### src/rtl/key_event_decoder_if.sv
`default_nettype none
// ---------------------------------------------------------------------------
// Module   : key_event_decoder_if
// Purpose  : Key level input and key event outputs of key_event_decoder.
//            master = the side that drives the key level and consumes events,
//            slave  = the decoder itself.
// Revision : 1.0  initial release
// ---------------------------------------------------------------------------
interface key_event_decoder_if #(
  parameter int CNT_W = 8
);
  logic             ispressedin;
  logic             pressout;
  logic             releaseout;
  logic             longout;
  logic             repeatout;
  logic             holdingout;
  logic [CNT_W-1:0] holdcount;

  modport master (
    output ispressedin,
    input  pressout, releaseout, longout, repeatout, holdingout, holdcount
  );

  modport slave (
    input  ispressedin,
    output pressout, releaseout, longout, repeatout, holdingout, holdcount
  );
endinterface
`default_nettype wire

### src/rtl/key_event_decoder.sv
`default_nettype none
// ---------------------------------------------------------------------------
// Module   : key_event_decoder
// Purpose  : Turns a debounced key level into single-cycle press, release,
//            long-press and auto-repeat events, and keeps a saturating count
//            of auto-repeats for the current (or most recent) hold.
// Revision : 1.0  initial release
// ---------------------------------------------------------------------------
module key_event_decoder #(
  parameter int LONG_TICKS   = 200,
  parameter int REPEAT_TICKS = 50,
  parameter int CNT_W        = 8
) (
  input  wire                 chatterclock,
  input  wire                 reset,
  key_event_decoder_if.slave  kif
);

  typedef enum logic [1:0] {
    IDLE   = 2'd0,
    HELD   = 2'd1,
    REPEAT = 2'd2
  } state_t;

  localparam logic [CNT_W-1:0] C_LONG   = CNT_W'(LONG_TICKS);
  localparam logic [CNT_W-1:0] C_REPEAT = CNT_W'(REPEAT_TICKS);
  localparam logic [CNT_W-1:0] C_ONE    = CNT_W'(1);
  localparam logic [CNT_W-1:0] C_MAX    = '1;

  state_t           r_state;
  logic [CNT_W-1:0] r_timer;
  logic             r_press;
  logic             r_release;
  logic             r_long;
  logic             r_repeat;
  logic             r_holding;
  logic [CNT_W-1:0] r_holdcount;

  // Key event state machine; every output is a register. A release seen on
  // the same edge as a timeout takes priority over the timeout.
  always_ff @(posedge chatterclock or posedge reset) begin
    if (reset) begin
      r_state     <= IDLE;
      r_timer     <= '0;
      r_press     <= 1'b0;
      r_release   <= 1'b0;
      r_long      <= 1'b0;
      r_repeat    <= 1'b0;
      r_holding   <= 1'b0;
      r_holdcount <= '0;
    end else begin
      r_press   <= 1'b0;
      r_release <= 1'b0;
      r_long    <= 1'b0;
      r_repeat  <= 1'b0;
      case (r_state)
        IDLE: begin
          if (kif.ispressedin) begin
            r_state     <= HELD;
            r_timer     <= C_ONE;
            r_press     <= 1'b1;
            r_holding   <= 1'b1;
            r_holdcount <= '0;
          end
        end
        HELD: begin
          if (!kif.ispressedin) begin
            r_state   <= IDLE;
            r_timer   <= '0;
            r_release <= 1'b1;
            r_holding <= 1'b0;
          end else if (r_timer == C_LONG) begin
            r_state <= REPEAT;
            r_timer <= C_ONE;
            r_long  <= 1'b1;
          end else begin
            r_timer <= r_timer + C_ONE;
          end
        end
        REPEAT: begin
          if (!kif.ispressedin) begin
            r_state   <= IDLE;
            r_timer   <= '0;
            r_release <= 1'b1;
            r_holding <= 1'b0;
          end else if (r_timer == C_REPEAT) begin
            r_timer  <= C_ONE;
            r_repeat <= 1'b1;
            if (r_holdcount != C_MAX) begin
              r_holdcount <= r_holdcount + C_ONE;
            end
          end else begin
            r_timer <= r_timer + C_ONE;
          end
        end
        default: begin
          r_state   <= IDLE;
          r_timer   <= '0;
          r_holding <= 1'b0;
        end
      endcase
    end
  end

  assign kif.pressout   = r_press;
  assign kif.releaseout = r_release;
  assign kif.longout    = r_long;
  assign kif.repeatout  = r_repeat;
  assign kif.holdingout = r_holding;
  assign kif.holdcount  = r_holdcount;

endmodule
`default_nettype wire

### src/flat_wrapper.sv
// flat-port wrapper written by rule: the top's interface ports become plain ports
module key_event_decoder_flat 
#(
  parameter int LONG_TICKS   = 200,
  parameter int REPEAT_TICKS = 50,
  parameter int CNT_W        = 8
)
  (chatterclock, reset, kif_ispressedin, kif_pressout, kif_releaseout, kif_longout, kif_repeatout, kif_holdingout, kif_holdcount);
  key_event_decoder_if #(.CNT_W(CNT_W)) kif_i ();
  input  wire chatterclock;
  input  wire reset;
  input wire logic [$bits(kif_i.ispressedin)-1:0] kif_ispressedin;
  output wire logic [$bits(kif_i.pressout)-1:0] kif_pressout;
  output wire logic [$bits(kif_i.releaseout)-1:0] kif_releaseout;
  output wire logic [$bits(kif_i.longout)-1:0] kif_longout;
  output wire logic [$bits(kif_i.repeatout)-1:0] kif_repeatout;
  output wire logic [$bits(kif_i.holdingout)-1:0] kif_holdingout;
  output wire logic [$bits(kif_i.holdcount)-1:0] kif_holdcount;
  assign kif_i.ispressedin = kif_ispressedin;
  assign kif_pressout = kif_i.pressout;
  assign kif_releaseout = kif_i.releaseout;
  assign kif_longout = kif_i.longout;
  assign kif_repeatout = kif_i.repeatout;
  assign kif_holdingout = kif_i.holdingout;
  assign kif_holdcount = kif_i.holdcount;
  key_event_decoder #(.LONG_TICKS(LONG_TICKS), .REPEAT_TICKS(REPEAT_TICKS), .CNT_W(CNT_W)) u_core (.chatterclock(chatterclock), .reset(reset), .kif(kif_i));
endmodule
### config.mk
export PLATFORM = sky130hd
export DESIGN_NAME = key_event_decoder_flat
export DESIGN_NICKNAME = d
export VERILOG_FILES = /design/src/rtl/key_event_decoder_if.sv /design/src/rtl/key_event_decoder.sv /design/src/flat_wrapper.sv
export SDC_FILE = /design/constraint.sdc
export NUM_CORES = 1
export LEC_CHECK = 0
export CORE_UTILIZATION = 34
export DETAILED_ROUTE_END_ITERATION = 6
export MAX_ROUTING_LAYER = met4
export PLACE_DENSITY_LB_ADDON = 0.1
export SYNTH_ARGS = -nofsm -noshare
export SYNTH_HDL_FRONTEND = slang
export SYNTH_SLANG_ARGS = --single-unit
### constraint.sdc
create_clock -name chatterclock -period 2.2 [get_ports chatterclock]
set_input_delay 0.44 -clock chatterclock [delete_from_list [all_inputs] [get_ports chatterclock]]
set_output_delay 0.44 -clock chatterclock [all_outputs]
set_load 0.01 [all_outputs]
# Yosys cells after proc, flatten, opt, wreduce, memory -nomap -nowiden

Index checks and enable logic that the tools add are counted.

Bits in registers: 23
Input bits: 3
Logic and storage cells: 57

$add $sub $neg: 2
Equality and inequality tests: 12
Multiplexer cells: 29
Reduce and logical (&&, ||, !) cells: 6

Operators with widths:

| cell                  | number |
|---|---|
| $mux W8               | 9 |
| $pmux W8 S3           | 1 |
| $add A8 B1 Y8 const B | 2 |
| $pmux W8 S2           | 1 |
| $mux W1               | 12 |
| $eq A8 B6 Y1 const B  | 1 |
| $eq A8 B8 Y1 const B  | 1 |
| $mux W2               | 4 |
| $ne A2 B2 Y1 const B  | 4 |
| $ne A8 B8 Y1 const B  | 1 |
| $pmux W2 S3           | 1 |
| $reduce_and A5 Y1     | 1 |
| $ne A2 B1 Y1 const B  | 2 |
| $ne A3 B2 Y1 const B  | 1 |
| $reduce_and A3 Y1     | 1 |
| $eq A2 B1 Y1 const B  | 1 |
| $eq A2 B2 Y1 const B  | 1 |
| $logic_not A2 Y1      | 1 |
| $pmux W1 S2           | 1 |
| $reduce_and A2 Y1     | 1 |
| $reduce_bool A2 Y1    | 1 |
| $reduce_or A2 Y1      | 1 |

# Logic depth before layout (Yosys ltp)

Depth after elaboration: 5
Gate-level depth with buffers: 7
Mapped depth without buffers: 6

# Least setup slack after synthesis

Ideal clock, no wire load.

Kind: register to register
Start point: register u_core.r_timer[0]
End point: register u_core.r_holdcount[7], in the netlist u_core.kif.holdcount[7]
Library setup time: 0.124 ns
Arrival time: 1.559 ns
Data required time: 2.076 ns
Slack: 0.518 ns
Cell stages (with the launch flop): 8
Clock period less this slack: 1.682 ns
Path through: dfrtp_1 > inv_1 > ha_1 > nor4b_4 > and4_1 > buf_4 > a21boi_2 > a211o_1

Cells in the longest elaborated chain, start to end: 3

Ends and longest elaborated chain:

| item                        | RTL line                | text |
|---|---|---|
| start, declared             | key_event_decoder.sv:31 | `logic [CNT_W-1:0] r_timer;` |
| start signal, assigned      | key_event_decoder.sv:77 | `r_timer <= r_timer + C_ONE;` |
| start signal, assigned      | key_event_decoder.sv:93 | `r_timer <= r_timer + C_ONE;` |
| $eq A8 B6 Y1                | key_event_decoder.sv:86 | `end else if (r_timer == C_REPEAT) begin` |
| $ne A2 B1 Y1 (no line)      | n/a                     |  |
| $reduce_and A5 Y1 (no line) | n/a                     |  |
| end signal, assigned        | key_event_decoder.sv:90 | `r_holdcount <= r_holdcount + C_ONE;` |
| end, declared               | key_event_decoder.sv:37 | `logic [CNT_W-1:0] r_holdcount;` |

Every way passes these cells.
A chain may end at the register's enable or synchronous reset.

# Final worst setup path

Start point: register u_core.r_state[0]
End point: register u_core.r_holdcount[7], in the netlist u_core.kif.holdcount[7]

Cells in the longest elaborated chain, start to end: 3

Ends and longest elaborated chain:

| item                                                    | RTL line                | text |
|---|---|---|
| start, declared                                         | key_event_decoder.sv:30 | `state_t r_state;` |
| start signal, assigned                                  | key_event_decoder.sv:43 | `r_state <= IDLE;` |
| start signal, assigned                                  | key_event_decoder.sv:59 | `r_state <= HELD;` |
| start signal, assigned                                  | key_event_decoder.sv:68 | `r_state <= IDLE;` |
| $eq A2 B2 Y1 / $logic_not A2 Y1 (equally long branches) | key_event_decoder.sv:56 | `case (r_state)` |
| $ne A2 B1 Y1 (no line) (tied with other cells)          | n/a                     |  |
| $reduce_and A5 Y1 (no line)                             | n/a                     |  |

Parallel ways exist; a longest one is shown, timed or not.

==> summary.md <==
Dividing the final minimum period by the clock period gives 85.1%. The via count of the first global-routing pass is 1,254, and the starting density of the core is 35.9%. The worst-case IR drop observed on VDD is 0.000345 V. Once placement completed, the tool counted placed cells totaling 221.

After synthesis, flip-flops and latches occupy 39.2% of the total area. Counting cells, the worst reg-to-reg path comes to 5. The count of different cell masters after synthesis was 46. The tools report the destination of the worst register-to-register timing path as u_core.kif.holdcount[7]. The cell at the slowest stage of the critical path was dfrtp_1. The number of top-level design ports was 16. The post-synth design cell area was 1470 sq um. The logs give 0 for the number of warnings reported in the yosys synthesis log and 0.867 for the global placer's final weighted congestion.

Of the cells placed in the final design, the portion with a size suffix greater than 1 is 9.14%. The number of synthesized register bits came out at 23. The remaining global-route overflow came out at 0. The biggest area contributor in the post-synthesis netlist is dfrtp_1. In this run the core area contains 23 standard-cell rows. The signal on the critical path passes through inv_1 -> ha_1 -> and4_1 -> a21boi_2 -> a211o_1. The number of H-tree levels is 1, and the count of routing violations after the opening detailed-route iteration is 106.

The area growth from synthesis to layout is 18.6%. Counting every instance in the synthesized netlist gives 158. Setup repair after global routing left no endpoint under its margin.

The clock slew seen by the registers of the worst setup and hold paths was 0.08 ns. Yosys attributes the largest share of cell area to dfrtp_1 39%, ha_1 6.8%, nand2_1 4.3%, o21ai_0 4.1%, nand4_1 3.4%. By startpoint and endpoint, the worst setup path is classified as reg2reg. The final route contains 1,277 vias. The tools report the placed wire-length estimate as 2.59 mm.

The run gives 6.06 mm as the global-route wire length before repair. The number of I/O port buffers is 15. The tools report the total of max-cap violations as 0. Counting every sink on the clock net gives 23. In this run the standard cell core region covers 4090 sq um.

Type of element launching the critical path: a flip-flop. Cells fill 42.6% of the core in the end. Overall power consumption after layout is estimated at 1210 uW.

The tools report the total global routing track utilization as 18.1%. The flow ran to the end, and the final reports show no timing, DRC or antenna violations. In the final design database the tool counted 187 nets. The tools report the slack of the worst reg-to-reg path as 0.33 ns. The die area is 4580 sq um, and the instance area after placement is 1700 sq um. TritonCTS built the clock tree.

The tools report the number of max-slew violations in the final report as 0. The nature of the critical path endpoint was a flip-flop. The final hold violation count was 0; the count of placed standard cells in the final layout, fillers left out was 225. The tools report the count of unresolved DRC violations after routing as 0. Prevailing post-synth register cell: dfrtp_1. In this run, post-CTS hold repair placed 0 buffers. Of all nets on the critical path, the largest fanout is 11. The source-to-sink clock delay at the later pin of the worst-skew pair came out at 0.26 ns. Based on the critical path, the design can be clocked at up to 0.534 GHz. The number of nets handed over by synthesis was 169. In this run the biggest area consumer among cell types represents 39.2% of the synthesized area.

The largest net degree at the start of global routing is 14, and the maximum buffer depth of the clock tree is 2. The initial antenna violation count was 0; the first-pass detailed-route iteration total was 4. The count of nets left with antenna violations once routing finished came out at 0. After detailed routing, the average wire length per cell comes to 15.2 um. STA puts the critical path data required time at 2.34 ns. Total CTS buffers: 3. Clock skew on the completed layout was measured at 0.00823 ns. Using the TritonRoute via totals, the vias-per-cell ratio works out to 5.68.

The total power per unit cell area came out at 693 nW/um^2. The buffer cell driving the clock tree root is clkbuf_8. For this design the static power due to leakage is 0.000723 uW. The path type of the worst min-delay path is in2async. 0 antenna diodes ended up in the layout.

The delay of the slowest cell on the worst path works out to 0.43 ns. The number of enable flip-flop cells after synthesis came out at 0. The final critical path time including I/O delays and setup works out to 1.87 ns.

The startpoint identified for the worst register-to-register timing path is u_core.r_state[0]. Averaged over all synthesized cells, the footprint is 9.29 sq um. After synthesis, the share of flip-flops with an asynchronous set or reset is 100%. For the pin with the worst max-slew slack, the measured transition is 0.468 ns. Setup violations remaining at the end of the flow were counted as 0. STA puts the critical path data arrival time at 2.01 ns. After routing the design area is 1740 sq um.

The routed design has 3.42 mm of wire. In this run the post-CTS setup repair buffer count came out at 0. For the tightest slew margin relative to the limit, the log shows 68.8%.

The sum of negative setup slack was 0 ns. The die is 67.7 um tall. For the number of gates given a new drive strength after cts, the log shows 0. Width of the die: 67.7 um.
## stage by stage
stage,setup slack [ns],hold slack (ns)
finish,0.327,0.479
global placement,0.292,0.512
CTS,0.321,0.495
floorplan,0.518,0.442
detailed placement,0.235,0.524
global route,0.180,0.540
## synth_stat cells (all sizes together), types with 2 or more instances
library cell,instances
a311o,2
nand2,17
nor3b,2
nand2b,3
a22o,2
a21oi,9
a41oi,2
and4,2
buf,3
clkbuf,5
nor2b,3
dfrtp,23
o21a,2
nor4,3
mux2,2
and3,4
ha,8
and2,4
nor2,3
o211ai,5
xor2,2
o21ai,13
nand3,4
nand4,8
inv,8
nor3,3
and3b,2
## cell usage in the layout (no fill, tap or decap), types with 3 or more instances in the layout
| master | n |
|---|---|
| ha_1 | 8 |
| nor2b_1 | 3 |
| buf_4 | 5 |
| nand4_1 | 8 |
| clkbuf_8 | 3 |
| a21oi_1 | 9 |
| clkdlybuf4s50_1 | 15 |
| o21ai_0 | 12 |
| nand2b_1 | 3 |
| dfrtp_1 | 23 |
| nor3_1 | 3 |
| nand2_1 | 17 |
| nor4_1 | 3 |
| and2_1 | 3 |
| nand3_1 | 4 |
| and3_1 | 4 |
| o211ai_1 | 5 |
| inv_1 | 8 |
## how the worst max path moves through the flow
stage                                  from                 endpoint  slack, ns
final                     u_core.r_state[0]  u_core.kif.holdcount[7]       0.33
after global routing      u_core.r_state[0]        u_core.r_timer[4]       0.18
after CTS                 u_core.r_state[0]  u_core.kif.holdcount[7]       0.32
after detailed placement    kif_ispressedin        u_core.r_timer[3]       0.23
after global placement      kif_ispressedin        u_core.r_timer[4]       0.29
after floorplan           u_core.r_timer[0]  u_core.kif.holdcount[7]       0.52
## state kept, by name (all words and copies together), names as in the netlist
name                   flops
u_core.kif.holdcount       8
u_core.kif.holdingout      1
u_core.kif.longout         1
u_core.kif.pressout        1
u_core.kif.releaseout      1
u_core.kif.repeatout       1
u_core.r_state             2
u_core.r_timer             8
## power breakdown
part           total, uW  switching, uW  internal (uW)  leakage [uW]
sequential           516           45.2            471      0.000313
clock                260            131            129     0.0000228
combinational        430            227            203      0.000387
## worst max-delay path: cells and delay by family, from the launching register on
family	cells	cell delay (ns)
flip-flops	1	0.43
AO/OA/AOI/OAI	2	0.43
AND/OR/NAND/NOR	1	0.41
adder cells (fa/ha/maj)	1	0.38
buffers and inverters	1	0.10
## logic make-up after synthesis
kind of cell,after synthesis,synth area share (%)
DFF,23,39.2
adders and majority gates,8,6.82
buffers and inverters,16,4.94
AOI/OAI and AO/OA,44,20.5
muxes,2,1.53
xor gates and xnor gates,3,1.79
and+or+nand+nor,62,25.2
## metal layers
metal / share of wire, % / global-route usage, % / wire (um) / vias to the layer above
met1: 48 / 22.1 / 1640 / 610
li1: - / - / - / 631
met5: 0 / - / 0 / -
met3: 3.1 / 4.22 / 106 / 6
met2: 48 / 29.2 / 1630 / 30
met4: 1.4 / 5.85 / 48 / 0
## cell type report
cell class / instances / area [sq um]
well taps: 50 / 62.6
clock buffers: 4 / 45.0
multi-input cells: 119 / 820
inverters: 8 / 30.0
flip-flops and latches: 23 / 576
repair buffers: 21 / 208
fillers: 414 / 2350
Note: power is estimated with default switching activity, not from simulation.
